--- src/rtl/rotate_sequencer.sv ---
// -----------------------------------------------------------------------------
// rotate_sequencer
//
// Controller for an 8-bit (WIDTH-bit) rotating shift register.
//
// On an accepted start it loads the word {i_HI, i_LO} and then performs
// i_STEPS single-bit rotations, one per unstalled cycle. Progress is reported
// through a ready/busy/done handshake.
//
// Optional feature (compile-time macro ROTATE_DIR_EN):
//   - defined   : i_DIR is captured together with i_START and held for the
//                 whole operation (1 = rotate right, 0 = rotate left).
//   - undefined : the block always rotates left. i_DIR is accepted but
//                 ignored, and no direction register is built.
//
// Ports
//   i_CLOCK  in   1        clock; all state updates on its rising edge
//   i_RESET  in   1        synchronous, active-high reset (aborts any operation)
//   i_START  in   1        start request, only honoured while idle
//   i_HI     in   WIDTH/2  upper half of the load word
//   i_LO     in   WIDTH/2  lower half of the load word
//   i_STEPS  in   CNT_W    number of rotations (0 is legal)
//   i_DIR    in   1        rotation direction (see ROTATE_DIR_EN above)
//   i_STALL  in   1        freeze rotation and count for this cycle
//   o_READY  out  1        high while idle
//   o_BUSY   out  1        high while rotating
//   o_DONE   out  1        single-cycle completion pulse
//   o_DATA   out  WIDTH    current register contents
// -----------------------------------------------------------------------------
module rotate_sequencer #(
    parameter int WIDTH = 8,
    parameter int CNT_W = 4
) (
    input  logic               i_CLOCK,
    input  logic               i_RESET,
    input  logic               i_START,
    input  logic [WIDTH/2-1:0] i_HI,
    input  logic [WIDTH/2-1:0] i_LO,
    input  logic [CNT_W-1:0]   i_STEPS,
    input  logic               i_DIR,
    input  logic               i_STALL,
    output logic               o_READY,
    output logic               o_BUSY,
    output logic               o_DONE,
    output logic [WIDTH-1:0]   o_DATA
);

    typedef enum logic [1:0] {
        ST_IDLE  = 2'd0,
        ST_SHIFT = 2'd1,
        ST_DONE  = 2'd2
    } state_t;

    localparam logic [CNT_W-1:0] CNT_ZERO = {CNT_W{1'b0}};
    localparam logic [CNT_W-1:0] CNT_ONE  = {{(CNT_W-1){1'b0}}, 1'b1};
    localparam logic [WIDTH-1:0] DATA_ZERO = {WIDTH{1'b0}};

    state_t             state_q, state_d;
    logic [WIDTH-1:0]   data_q,  data_d;
    logic [CNT_W-1:0]   count_q, count_d;
    logic               rot_right_s;
    logic [WIDTH-1:0]   rot_left_s;
    logic [WIDTH-1:0]   rot_right_word_s;

`ifdef ROTATE_DIR_EN
    logic               dir_q, dir_d;

    // Direction comes from the value captured at start time.
    always_comb begin
        rot_right_s = dir_q;
    end
`else
    // Name contains "unused": i_DIR is deliberately ignored in this build.
    logic               dir_unused_s;

    // Fixed left rotation; i_DIR is tied off into a sink.
    always_comb begin
        rot_right_s  = 1'b0;
        dir_unused_s = i_DIR;
    end
`endif

    // Both one-bit rotations of the current word.
    always_comb begin
        rot_left_s       = {data_q[WIDTH-2:0], data_q[WIDTH-1]};
        rot_right_word_s = {data_q[0], data_q[WIDTH-1:1]};
    end

    // Next-state, next-data and next-count logic.
    always_comb begin
        state_d = state_q;
        data_d  = data_q;
        count_d = count_q;
`ifdef ROTATE_DIR_EN
        dir_d   = dir_q;
`endif
        case (state_q)
            ST_IDLE: begin
                if (i_START) begin
                    data_d  = {i_HI, i_LO};
                    count_d = i_STEPS;
`ifdef ROTATE_DIR_EN
                    dir_d   = i_DIR;
`endif
                    // A zero-step request completes without ever rotating.
                    if (i_STEPS != CNT_ZERO) begin
                        state_d = ST_SHIFT;
                    end else begin
                        state_d = ST_DONE;
                    end
                end else begin
                    state_d = ST_IDLE;
                end
            end
            ST_SHIFT: begin
                if (!i_STALL) begin
                    if (rot_right_s) begin
                        data_d = rot_right_word_s;
                    end else begin
                        data_d = rot_left_s;
                    end
                    count_d = count_q - CNT_ONE;
                    // The rotation consuming the last step ends the operation.
                    if (count_q == CNT_ONE) begin
                        state_d = ST_DONE;
                    end else begin
                        state_d = ST_SHIFT;
                    end
                end else begin
                    state_d = ST_SHIFT;
                end
            end
            ST_DONE: begin
                state_d = ST_IDLE;
            end
            default: begin
                state_d = ST_IDLE;
            end
        endcase
    end

    // State, data and count registers with synchronous reset.
    always_ff @(posedge i_CLOCK) begin
        if (i_RESET) begin
            state_q <= ST_IDLE;
            data_q  <= DATA_ZERO;
            count_q <= CNT_ZERO;
`ifdef ROTATE_DIR_EN
            dir_q   <= 1'b0;
`endif
        end else begin
            state_q <= state_d;
            data_q  <= data_d;
            count_q <= count_d;
`ifdef ROTATE_DIR_EN
            dir_q   <= dir_d;
`endif
        end
    end

    // Handshake flags are pure decodes of the state register.
    always_comb begin
        o_READY = (state_q == ST_IDLE);
        o_BUSY  = (state_q == ST_SHIFT);
        o_DONE  = (state_q == ST_DONE);
        o_DATA  = data_q;
    end

endmodule

--- config.mk ---
export PLATFORM = sky130hd
export DESIGN_NAME = rotate_sequencer
export DESIGN_NICKNAME = d
export VERILOG_FILES = /design/src/rtl/rotate_sequencer.sv
export SDC_FILE = /design/constraint.sdc
export NUM_CORES = 1
export LEC_CHECK = 0
export ABC_AREA = 1
export BUFFER_PORTS_ARGS = -buffer_cell sky130_fd_sc_hd__buf_4
export CAP_MARGIN = 15
export CORE_MARGIN = 2
export CORE_UTILIZATION = 50
export DETAILED_ROUTE_END_ITERATION = 10
export PLACE_DENSITY = 0.91
export RECOVER_POWER = 100
export SLEW_MARGIN = 20
export SYNTH_ARGS = -nofsm -noshare
export SYNTH_HDL_FRONTEND = slang
export SYNTH_SLANG_ARGS = --single-unit
--- constraint.sdc ---
create_clock -name i_CLOCK -period 2.7 [get_ports i_CLOCK]
set_input_delay 0 -clock i_CLOCK [delete_from_list [all_inputs] [get_ports i_CLOCK]]
set_output_delay 0 -clock i_CLOCK [all_outputs]
set_load 0.05 [all_outputs]
Word-level counts from Yosys, hierarchy flattened. Cells that the tools add are included. Widths: inputs -> output; s select.

Muxes and demuxes: 11. Multiply operators: 0. Divide/modulo/power cells: 0. Bitwise gates (word level): 0. Reductions and logical operators: 4. Shift-type cells: 0. Add/sub/neg operators: 1. $lt $le $gt $ge: 0. Equality and inequality tests: 5.

Operators with widths (count): $mux 8 (2); $pmux 8 s2 (1); $mux 2 (4); $mux 4 (2); $pmux 4 s2 (1); $eq 4x1->1 const B (1); $ne 2x2->1 const B (2); $pmux 2 s2 (1); $reduce_bool 4->1 (1); $sub 4x1->4 const B (1); $reduce_and 3->1 (1); $eq 2x1->1 const B (1); $eq 2x2->1 const B (1); $logic_not 2->1 (1); $reduce_bool 2->1 (1).

Logic and storage cells: 24. Bits in read-only memories: 0. Memory bits (writable): 0. Bits in latches: 0. Register bits after elaboration: 14. Memories: 0. Output and inout port bits: 11.

Logic depth before layout (Yosys ltp).
Word-level depth: 4. Mapped depth: 7.

Least setup slack after synthesis. Ideal clock, no wire load.

Path kind: reg-to-reg. From: register state_q[0]. To: register data_q[0], in the netlist o_DATA[0]. Setup slack: 1.187 ns. Cell stages (with the launch flop): 6. Clock period less this slack: 1.513 ns. Buffers on the path: 0. Data arrival time: 1.443 ns. Cells stage by stage: dfxtp_1 > nor2_2 > nand2_1 > o21ai_4 > nand2_1 > a21oi_2.

Cells in the longest elaborated chain, start to end: 3.

Ends and longest elaborated chain: start: declaration (line 58) `state_t state_q, state_d;`; start signal: assignment (line 152) `state_q <= state_d;`; $logic_not 2->1 (*); via o_READY (line 42) `output logic o_READY,`; $ne 2x2->1 (no source line) / $reduce_bool 2->1 (equally long branches); $reduce_and 3->1 (no source line); end signal: assignment (line 153) `data_q <= data_d;`; end: declaration (line 59) `logic [WIDTH-1:0] data_q, data_d;`.

Mark *: on every way through the listed nets, which the timed path passes. The rest lies on a longest branch. A chain may end at the register's enable or synchronous reset.

Worst setup path in the final report.
From: register state_q[0]. To: output port o_BUSY.

Cells in the longest elaborated chain, start to end: 1.

Ends and longest elaborated chain: $eq 2x1->1 (line 164) `o_BUSY = (state_q == ST_SHIFT);`; end: declaration (line 43) `output logic o_BUSY,`.

Every way passes these cells.

==> parameters.txt <==
Parameter                              Value

Synthesis
  Top cell type by total area after synthesis ... dfxtp_1
  Area share of the largest cell type after synthesis ... 33.28%
  Synthesized netlist cell count ... ~120
  Post-synthesis register bit count ... 14
  Mean area per synthesized cell ... about 7.2 sq um
  Cell types occupying the most area after synthesis ... dfxtp_1, nand2_1, a21oi_2
  Post-Synthesis Net Count ... 136
  Fraction of the yosys area taken by sequential cells ... between 30% and 40%
  Netlist area before placement ... 842.1 sq um
  Leading register cell type out of synthesis ... dfxtp_1
  Share of synthesized flip-flops with an asynchronous set or reset ... 0%
  Post-synth EDFFs ... 0
  Number of unique standard cell types used by synthesis ... 23
  Count of warnings emitted by yosys ... 0

Drt
  Number of vias per cell ... a little over 5
  Residual DRC count ... 0
  Post-DR wirelength/cell ... 11.61 um
  Number of optimization iterations in the first detailed-route pass ... 4
  Iter 0 DRT Violations ... 19
  Routed Antenna Nets ... 0
  Total via count in the routed design ... 812
  Final Routed Wirelength ... 1846 um

GRT
  Via count of the first global-routing pass ... around 710
  Remaining Overflow, GRT ... 0
  Maximum number of pins on one net before global-route repair ... 18
  Initial antenna violation count ... 0
  Aggregate global-route resource usage ... around a fifth
  Global-route wire length before repair ... 2939 um

Die
  Die Span X ... 45.04 um
  Die area ... 2028 sq um
  Core region area ... ~1500 sq um
  Ports placed on the boundary ... 28
  Effective utilization at floorplan ... 54.63%
  Number of rows created at floorplan ... 14
  Vertical die dimension ... ~45 um

Power and ir drop
  Sum of internal, switching and leakage power ... between 500 and 600 uW
  Worst VDD drop ... 360.1 uV
  Power per unit of standard cell area ... around 550 nW/um^2
  Leakage dissipation ... around 0.00044 uW

Place
  Quantity of I/O buffers inserted on ports ... 26
  GPL Wtd Cong ... approximately 0.86
  Placed wire-length estimate ... approximately 1400 um
  Placed instance area ... 1015 sq um

Worst setup path
  Worst reg2reg startpoint ... state_q[0]
  CP Class ... reg2out
  Arrival time at the worst endpoint ... roughly 1.9 ns
  Startpoint kind of the worst setup timing path ... register
  Top cell family by delay on the critical path ... buffers and inverters
  FF-to-FF End ... o_DATA[1]
  Largest fanout of any net on the critical path ... 11
  Cells traversed along the worst timing path ... clkinv_1 > nor2_1 > clkbuf_1
  FF-to-FF path depth ... 4
  Crit end category ... output pin
  CP required ... 2.70 ns
  Internal reg-to-reg setup slack ... between 0.8 and 0.9 ns
  Slowest cell on the critical path ... nor2_1
  Sum of buffers and inverters on the critical path ... 2
  Max stage delay on crit path ... 0.53 ns

Timing
  RSZ-0062 raised after global routing ... false
  Setup TNS after final layout ... 0 ns
  Clk_skew ... roughly 0.0037 ns
  Number of setup violations in the final report ... 0
  Max Slew Vio Count ... 0
  Maximum clock rate ... approximately 0.53 GHz
  Number of hold violations in the final report ... 0
  Final worst path period share ... 69.55%
  Worst relative slew slack ... a little under a third
  Slew at the pin closest to its max-slew limit ... approximately 1.0 ns
  Final critical path time including I/O delays and setup ... ~1.9 ns

Clock network
  PostCTS Resize Cnt ... 0
  Clock latency of the later-clocked register in the worst-skew pair ... roughly 0.28 ns
  CTS tree ... built
  Clock tree sinks ... 14
  Maximum count of clock buffers along a single path ... 2
  CTS Hold Bufs ... 1
  Total clock buffers created by CTS ... 3
  Post-CTS clock slew at the launch and capture registers of the worst setup and hold paths ... roughly 0.080 ns
  Post-CTS Setup Bufs ... 0
  CTS H-tree lvls ... 1
  Buffer cell driving the clock tree root ... clkbuf_4

Final layout
  Filler instances ... 157
  Area of the multi-input gates ... 465.4 sq um
  Sequential standard cell area ... 280.3 sq um
  Finished Cell Area ... ~990 sq um
  Nets@finish ... approximately 160
  Commonest non-fill, non-tap cells in the layout ... nand2_1, buf_4, dfxtp_1
  Count of inserted antenna diode cells ... 0
  Final Core Density ... between 60 and 70%
  Share of final-layout standard cells stronger than drive strength 1 ... 26.57%
  Area Growth Syn to Fin ... 17.53%
  Commonest non-fill, non-tap cell in the layout ... nand2_1

Status
  Outcome ... finished clean

Worst hold path
  Hold-critical path endpoint ... state_q[0]
  Hold path startpoint ... i_START
  Hold WC Path Type ... in2reg
  Number of instances on the worst hold path ... 3

Run
  MaxCap Viol Count ... 0
worst max path at each step:
stage	endpoint	startpoint	depth (start not counted)
3_5_place_dp	count_q[2]	state_q[0]	5
5_1_grt	o_BUSY	state_q[0]	3
3_3_place_gp	count_q[2]	state_q[0]	5
4_1_cts	o_BUSY	state_q[0]	3
2_1_floorplan	o_DATA[0]	state_q[0]	5
6_report	o_BUSY	state_q[0]	3
sequential cells by signal (all words and copies together) (netlist names):
signal / cells
count_q: 4
o_DATA: 8
state_q: 2
power by group:
part | switching (uW) | total, uW | leakage (uW) | internal, uW
clock | 63.0 | 115 | 0.0000138 | 51.7
combinational | 130 | 191 | 0.000310 | 60.8
sequential | 17.8 | 243 | 0.000115 | 226
metal layers:
layer | wire length (um) | vias up | track usage [%]
li1 | - | 425 | -
met1 | 885 | 354 | 25.31
met2 | 812 | 27 | 33.71
met3 | 115 | 6 | 3.600
met4 | 34 | 0 | 7.059
met5 | 0 | - | 0
per-stage QoR:
step	instances	hold WS, ns	worst slack (ns)
final	159	0.02867	0.8221
after global routing	159	0.03541	0.6749
after CTS	159	0.02753	1.274
after detailed placement	155	0.2901	1.409
after global placement	155	0.2860	1.423
after floorplan	117	0.1600	1.187
cell type report:
cell class,instances,area share (%)
Multi-Input combinational cell,90,47.03
Timing Repair Buffer,27,16.94
Sequential cell,14,28.32
Clock buffer,3,2.276
Inverter,9,3.413
Tap cell,16,2.023
synth_stat cells (2+ instances only):
| cell | number |
|---|---|
| nor2_1 | 7 |
| o21ai_1 | 7 |
| nor2_2 | 2 |
| nand2_4 | 2 |
| ha_1 | 2 |
| a21oi_1 | 6 |
| dfxtp_1 | 14 |
| nand2_2 | 9 |
| a21oi_2 | 8 |
| nand3_1 | 4 |
| inv_1 | 8 |
| nand2_1 | 37 |
worst reg2reg max path, delay by kind of cell (launching register included):
kind,cells,cell delay (ns)
flops,1,0.44
compound gates,2,1.00
simple gates,2,0.32
cell families (layout without fill, tap and decap cells):
kind of cell / count (synthesis) / in the layout / synth area share (%)
compound gates: 24 / 24 / 19.32
buf+inv: 13 / 39 / 9.064
simple gates: 63 / 63 / 34.32
xor+xnor: 1 / 1 / 1.040
flops: 14 / 14 / 33.28
fa+ha+maj: 2 / 2 / 2.971
(Power assumes the default switching activity.)
